--- src/rtl/ps2_host_tx.sv ---
// PS/2 host-to-device transmitter: inhibit, request-to-send, 11-bit frame, ack check.
// Define PS2_TX_TIMEOUT_EN to add a device-response watchdog.
module ps2_host_tx #(
  parameter int CLK_HOLD_CYCLES = 5000,
  parameter int TIMEOUT_CYCLES  = 1000000
) (
  input  logic       clk,
  input  logic       reset,
  input  logic [7:0] tx_data,
  input  logic       tx_start,
  input  logic       ps2_clk_in,
  input  logic       ps2_dat_in,
  output logic       ps2_clk_oe,
  output logic       ps2_dat_oe,
  output logic       tx_busy,
  output logic       tx_done,
  output logic       tx_error
);

  typedef enum logic [2:0] {IDLE, INHIBIT, REQUEST, SEND, ACK, WAIT_IDLE} state_t;

  localparam logic [31:0] HOLD_LAST = 32'(CLK_HOLD_CYCLES - 1);

  state_t      state_q, state_d;
  logic [31:0] hold_cnt_q, hold_cnt_d;
  logic [3:0]  bit_cnt_q, bit_cnt_d;
  logic [8:0]  frame_q, frame_d;
  logic        ack_q, ack_d;
  logic        clk_meta_q, clk_meta_d, clk_sync_q, clk_sync_d, clk_prev_q, clk_prev_d;
  logic        dat_meta_q, dat_meta_d, dat_sync_q, dat_sync_d;
  logic        clk_oe_q, clk_oe_d, dat_oe_q, dat_oe_d;
  logic        busy_q, busy_d, done_q, done_d, error_q, error_d;
  logic        clk_fall;
`ifdef PS2_TX_TIMEOUT_EN
  localparam logic [31:0] TIMEOUT_LAST = 32'(TIMEOUT_CYCLES - 1);
  logic [31:0] wd_cnt_q, wd_cnt_d;
`endif

  assign clk_fall = clk_prev_q & ~clk_sync_q;

  always_comb begin
    clk_meta_d = ps2_clk_in;
    clk_sync_d = clk_meta_q;
    clk_prev_d = clk_sync_q;
    dat_meta_d = ps2_dat_in;
    dat_sync_d = dat_meta_q;
    state_d    = state_q;
    hold_cnt_d = hold_cnt_q;
    bit_cnt_d  = bit_cnt_q;
    frame_d    = frame_q;
    ack_d      = ack_q;
    clk_oe_d   = 1'b0;
    dat_oe_d   = dat_oe_q;
    busy_d     = busy_q;
    done_d     = 1'b0;
    error_d    = 1'b0;
    case (state_q)
      IDLE: begin
        dat_oe_d = 1'b0;
        busy_d   = 1'b0;
        if (tx_start) begin
          frame_d    = {~^tx_data, tx_data};
          bit_cnt_d  = 4'd0;
          hold_cnt_d = 32'd0;
          busy_d     = 1'b1;
          clk_oe_d   = 1'b1;
          dat_oe_d   = (HOLD_LAST == 32'd0);
          state_d    = INHIBIT;
        end
      end
      INHIBIT: begin
        clk_oe_d = 1'b1;
        if (hold_cnt_q == HOLD_LAST) begin
          clk_oe_d = 1'b0;
          dat_oe_d = 1'b1;
          state_d  = REQUEST;
        end else begin
          hold_cnt_d = hold_cnt_q + 32'd1;
          // start bit goes low together with the final inhibit cycle
          dat_oe_d   = (hold_cnt_d == HOLD_LAST);
        end
      end
      REQUEST, SEND: begin
        if (clk_fall) begin
          bit_cnt_d = bit_cnt_q + 4'd1;
          if (bit_cnt_q < 4'd9) begin
            dat_oe_d = ~frame_q[bit_cnt_q];
            state_d  = SEND;
          end else begin
            dat_oe_d = 1'b0;
            state_d  = ACK;
          end
        end
      end
      ACK: begin
        if (clk_fall) begin
          ack_d     = ~dat_sync_q;
          bit_cnt_d = 4'd11;
          state_d   = WAIT_IDLE;
        end
      end
      WAIT_IDLE: begin
        if (clk_sync_q && dat_sync_q) begin
          done_d  = ack_q;
          error_d = ~ack_q;
          busy_d  = 1'b0;
          state_d = IDLE;
        end
      end
      default: state_d = IDLE;
    endcase
`ifdef PS2_TX_TIMEOUT_EN
    wd_cnt_d = 32'd0;
    if (state_q inside {REQUEST, SEND, ACK, WAIT_IDLE}) begin
      if (wd_cnt_q == TIMEOUT_LAST) begin
        // watchdog wins over any completion arriving in the same cycle
        clk_oe_d = 1'b0;
        dat_oe_d = 1'b0;
        busy_d   = 1'b0;
        done_d   = 1'b0;
        error_d  = 1'b1;
        state_d  = IDLE;
      end else begin
        wd_cnt_d = wd_cnt_q + 32'd1;
      end
    end
`endif
  end

  always_ff @(posedge clk or negedge reset) begin
    if (!reset) begin
      state_q    <= IDLE;
      hold_cnt_q <= 32'd0;
      bit_cnt_q  <= 4'd0;
      frame_q    <= 9'd0;
      ack_q      <= 1'b0;
      clk_meta_q <= 1'b1;
      clk_sync_q <= 1'b1;
      clk_prev_q <= 1'b1;
      dat_meta_q <= 1'b1;
      dat_sync_q <= 1'b1;
      clk_oe_q   <= 1'b0;
      dat_oe_q   <= 1'b0;
      busy_q     <= 1'b0;
      done_q     <= 1'b0;
      error_q    <= 1'b0;
`ifdef PS2_TX_TIMEOUT_EN
      wd_cnt_q   <= 32'd0;
`endif
    end else begin
      state_q    <= state_d;
      hold_cnt_q <= hold_cnt_d;
      bit_cnt_q  <= bit_cnt_d;
      frame_q    <= frame_d;
      ack_q      <= ack_d;
      clk_meta_q <= clk_meta_d;
      clk_sync_q <= clk_sync_d;
      clk_prev_q <= clk_prev_d;
      dat_meta_q <= dat_meta_d;
      dat_sync_q <= dat_sync_d;
      clk_oe_q   <= clk_oe_d;
      dat_oe_q   <= dat_oe_d;
      busy_q     <= busy_d;
      done_q     <= done_d;
      error_q    <= error_d;
`ifdef PS2_TX_TIMEOUT_EN
      wd_cnt_q   <= wd_cnt_d;
`endif
    end
  end

  assign ps2_clk_oe = clk_oe_q;
  assign ps2_dat_oe = dat_oe_q;
  assign tx_busy    = busy_q;
  assign tx_done    = done_q;
  assign tx_error   = error_q;

endmodule

--- config.mk ---
export PLATFORM = sky130hd
export DESIGN_NAME = ps2_host_tx
export DESIGN_NICKNAME = d
export VERILOG_FILES = /design/src/rtl/ps2_host_tx.sv
export SDC_FILE = /design/constraint.sdc
export NUM_CORES = 1
export LEC_CHECK = 0
export CAP_MARGIN = 15
export CORE_MARGIN = 8
export CORE_UTILIZATION = 59
export DETAILED_ROUTE_END_ITERATION = 10
export GPL_TIMING_DRIVEN = 0
export HOLD_SLACK_MARGIN = 0.1
export PLACE_DENSITY = 0.85
export SLEW_MARGIN = 40
export SYNTH_ARGS = -nofsm -noshare
export SYNTH_HDL_FRONTEND = slang
export SYNTH_SLANG_ARGS = --single-unit
--- constraint.sdc ---
create_clock -name clk -period 3.6 [get_ports clk]
set_clock_uncertainty 0.05 [all_clocks]
set_input_delay 0.9 -clock clk [delete_from_list [all_inputs] [get_ports clk]]
set_output_delay 0.9 -clock clk [all_outputs]
set_load 0.01 [all_outputs]
==> flow_summary.ini, run 1 <==
[power_and_ir_drop]
p_int_mw = 1.67
p_switching_mw = 1.04
total_power_mw = 2.71
clkPwrFrac = 0.261
sw_frac_of_total = 0.383
p_leak_nw = 1.74
comb_power_share = 0.401
powerDensity_mw_per_mm2 = 641
ir_worst_vdd_mv = 0.406
seqPwrFrac = 0.338

[final_layout]
final_layout_size_suffix_gt1_frac = 0.139
diodes = 0
nNetsFinal = 472
fin_util = 0.681
syn_to_final_growth_pct = 13.8
n_fill_cell = 475
seq_area_sq_mm = 0.00148
design_area_sq_mm = 0.00423
multi_input_area_sq_mm = 0.00199

[clock_network]
cts.path.max_buffers = 2
path_clk_slew_ps = 80
post-cts-setup-buffers = 0
cts_buffers = 9
clk-insertion-delay-late_ps = 340
cts_resized = 0
htree_levels = 3
clkSinkCount = 59
cts_tree = done
hold_buffers = 0
cts_root_buffer = clkbuf_8

[worst_setup_path]
crit_fanout = 9
crit_top_cell = or4_1
cpMaxStageDelayCell = or4_1
critPathMaxStageDelay_ps = 550
worstSetupPathType = flop to flop
critical_path_arrival_ps = 3520
start_kind = flop
cp.required_ps = 3820
crit_path_cell_trace = ha_1 -> buf_4 -> and4_1 -> clkbuf_1 -> nand3_1 -> nor4_4 -> mux2i_1 -> or4_1 -> or4_1 -> o21ai_1
cp-end-kind = flop

[timing]
setup_viol = 0
period_needed_ps = 3300
grt_setup_unrepaired = no
slew_headroom = 0.567
max_freq_mhz = 303
worstMarginPinSlew_ps = 644
post-route-period-util = 0.917
final_max_slew_viol_count = 0
tns_ps = 0
report.final.hold_viol_count = 0

[placement]
dp_hpwl_um = 6490
placed_area_sq_mm = 0.00400
port_buffers = 17
routabilityCongestion = 0.951

[synthesis]
yosysTopAreaCell = dfrtp_1
netlist_instances = 426
synth_cell_types = 56
seq_area_frac_synth = 0.399
synth_edf_count = 0
ys.flop_type = dfrtp_1
post_synth.cell_area_avg_sq_um = 8.72
synth_top_area_frac = 0.364
syn-num-nets = 443
synth_warnings = 0
synthesis.area_sq_mm = 0.00372
netlist_top_cells_area = dfrtp_1 36%, o21ai_0 5.5%, nor2_1 4.0%
async_flop_share = 1.00
ys_seq_elements = 59

[route]
wl_met3_um = 624
dr_total_vias = 3384
ant_nets = 0
wl_um = 9320
wl_met2_um = 4390
m1WireLength_um = 4120
detail_route.vias_per_cell = 6.30
drt-initial-drc-count = 287
drc = 0
drt-wirelength-per-cell_um = 17.4
top_layer_used = met4
dr.pass1.iters = 5

[worst_hold_path]
hold_class = flop to flop

[global_routing]
grt_pass1_wl_um = 15800
grt_pass1_vias = 3139
grt_max_degree = 31
grt_use_total = 0.221
antenna_found_initial = 0
grt-ovfl-total = 0

[die]
core_area_sq_mm = 0.00620
die_y_um = 95.4
start_util = 0.599
ioPinCount = 18
rows = 29
die_w_um = 95.4
dieArea_sq_mm = 0.00909

[run_status]
status = completed

[flow_run]
max-cap-violations = 0
-- layer usage --
layer / global-route usage / up-vias
li1: - / 1593
met1: 0.299 / 1629
met2: 0.343 / 142
met3: 0.0465 / 20
met4: 0.0754 / 0
met5: 0 / -
-- worst paths after layout --
kind | to | slack [ps] | start | cells after the start
setup / recovery | ps2_dat_oe | 300 | hold_cnt_q[0] | 10
max in group asynchronous | hold_cnt_q[20] | 2580 | reset | 2
setup reg to reg | ps2_dat_oe | 300 | hold_cnt_q[0] | 10
hold / removal | dat_sync_q | 310 | dat_meta_q | 0
hold reg to reg | dat_sync_q | 310 | dat_meta_q | 0
min in group asynchronous | bit_cnt_q[1] | 420 | reset | 1
-- cells in the mapped netlist, types with 2 or more instances --
cell type,number
a21oi_1,13
a22o_1,2
a31oi_1,5
and2_1,6
and3_1,10
and4_1,5
buf_2,9
buf_4,6
buf_6,5
clkbuf_1,14
dfrtp_1,54
dfstp_2,5
ha_1,4
inv_1,9
mux2_2,8
mux2i_1,7
mux4_2,2
nand2_1,37
nand2b_1,3
nand3_1,21
nand3b_1,2
nand4_1,11
nand4b_1,2
nor2_1,40
nor2b_1,3
nor3_1,11
nor4_1,6
nor4b_1,2
o21ai_0,41
o21ai_1,15
o22ai_1,3
o31ai_1,12
o41ai_1,5
or2_2,3
or4_1,5
xnor2_1,15
xor2_1,6
-- critical path: cells and delay by family, from the launching register on --
family,cells,cell delay (ps)
AND/OR/NAND/NOR,5,1890
flip-flops,1,450
buffers and inverters,2,400
adder cells (fa/ha/maj),1,180
AO/OA/AOI/OAI,1,150
multiplexers,1,110
-- kinds of logic (layout without fill, tap and decap cells) --
family	Yosys count	count (layout)	synth area share
buffers and inverters	45	79	0.0650
xor gates and xnor gates	21	21	0.0495
and+or+nand+nor	177	177	0.252
AOI/OAI and AO/OA	102	102	0.162
DFF	59	59	0.399
adders and majority gates	4	4	0.0135
muxes	18	18	0.0593
-- through the flow --
stage               setup WS [ps]  hold WS, ps  cells
detailed placement            363          297    521
global placement             -243          296    520
global route                  121          317    537
CTS                           334          308    537
floorplan                     743          295    426
finish                        298          307    537
-- placed cells by master (no fill, tap or decap), types with 4 or more instances in the layout --
cell type        Yosys  final
dfrtp_1             54     54
o21ai_0             41     41
nor2_1              40     40
nand2_1             37     37
nand3_1             21     21
clkdlybuf4s50_1      0     16
clkbuf_1            14     15
o21ai_1             15     15
xnor2_1             15     15
a21oi_1             13     13
o31ai_1             12     12
nor3_1              11     11
nand4_1             11     11
clkbuf_8             0     11
and3_1              10     10
inv_1                9      9
buf_2                9      9
mux2_2               8      8
buf_4                6      7
mux2i_1              7      7
nor4_1               6      6
and2_1               6      6
xor2_1               6      6
buf_6                5      5
or4_1                5      5
and4_1               5      5
a31oi_1              5      5
o41ai_1              5      5
dfstp_2              5      5
ha_1                 4      4
-- registers in the layout (all words and copies together) (netlist names) --
signal,count
frame_q,9
tx_done,1
tx_busy,1
bit_cnt_q,4
tx_error,1
clk_prev_q,1
hold_cnt_q,32
dat_meta_q,1
ack_q,1
clk_prev_d,1
ps2_dat_oe,1
state_q,3
clk_meta_q,1
dat_sync_q,1
ps2_clk_oe,1
-- power groups by stage --
stage	combinational (mW)	sequential, mW	clock, mW
4_1_cts	1.08	0.914	0.711
3_5_place_dp	1.07	0.926	0
3_3_place_gp	1.03	0.914	0
6_report	1.09	0.916	0.706
2_1_floorplan	0.783	0.897	0
5_1_grt	1.21	0.936	0.743
-- final cells by class --
class                      count  area share
timing repair buffer          18      0.0444
clock buffer                  12      0.0367
buffer                        35      0.0482
sequential                    59       0.351
clock inverter                 4      0.0172
multi-input combinational    322       0.471
tap                           77      0.0228
inverter                      10     0.00888
Power figures use the tool's default switching activity.
==> run 2: changes to the inputs <==
Settings changed: CAP_MARGIN 15 to unset.
==> results of run 2 <==
Same layout as run 1: the final DEF is identical, and so are final timing and power.
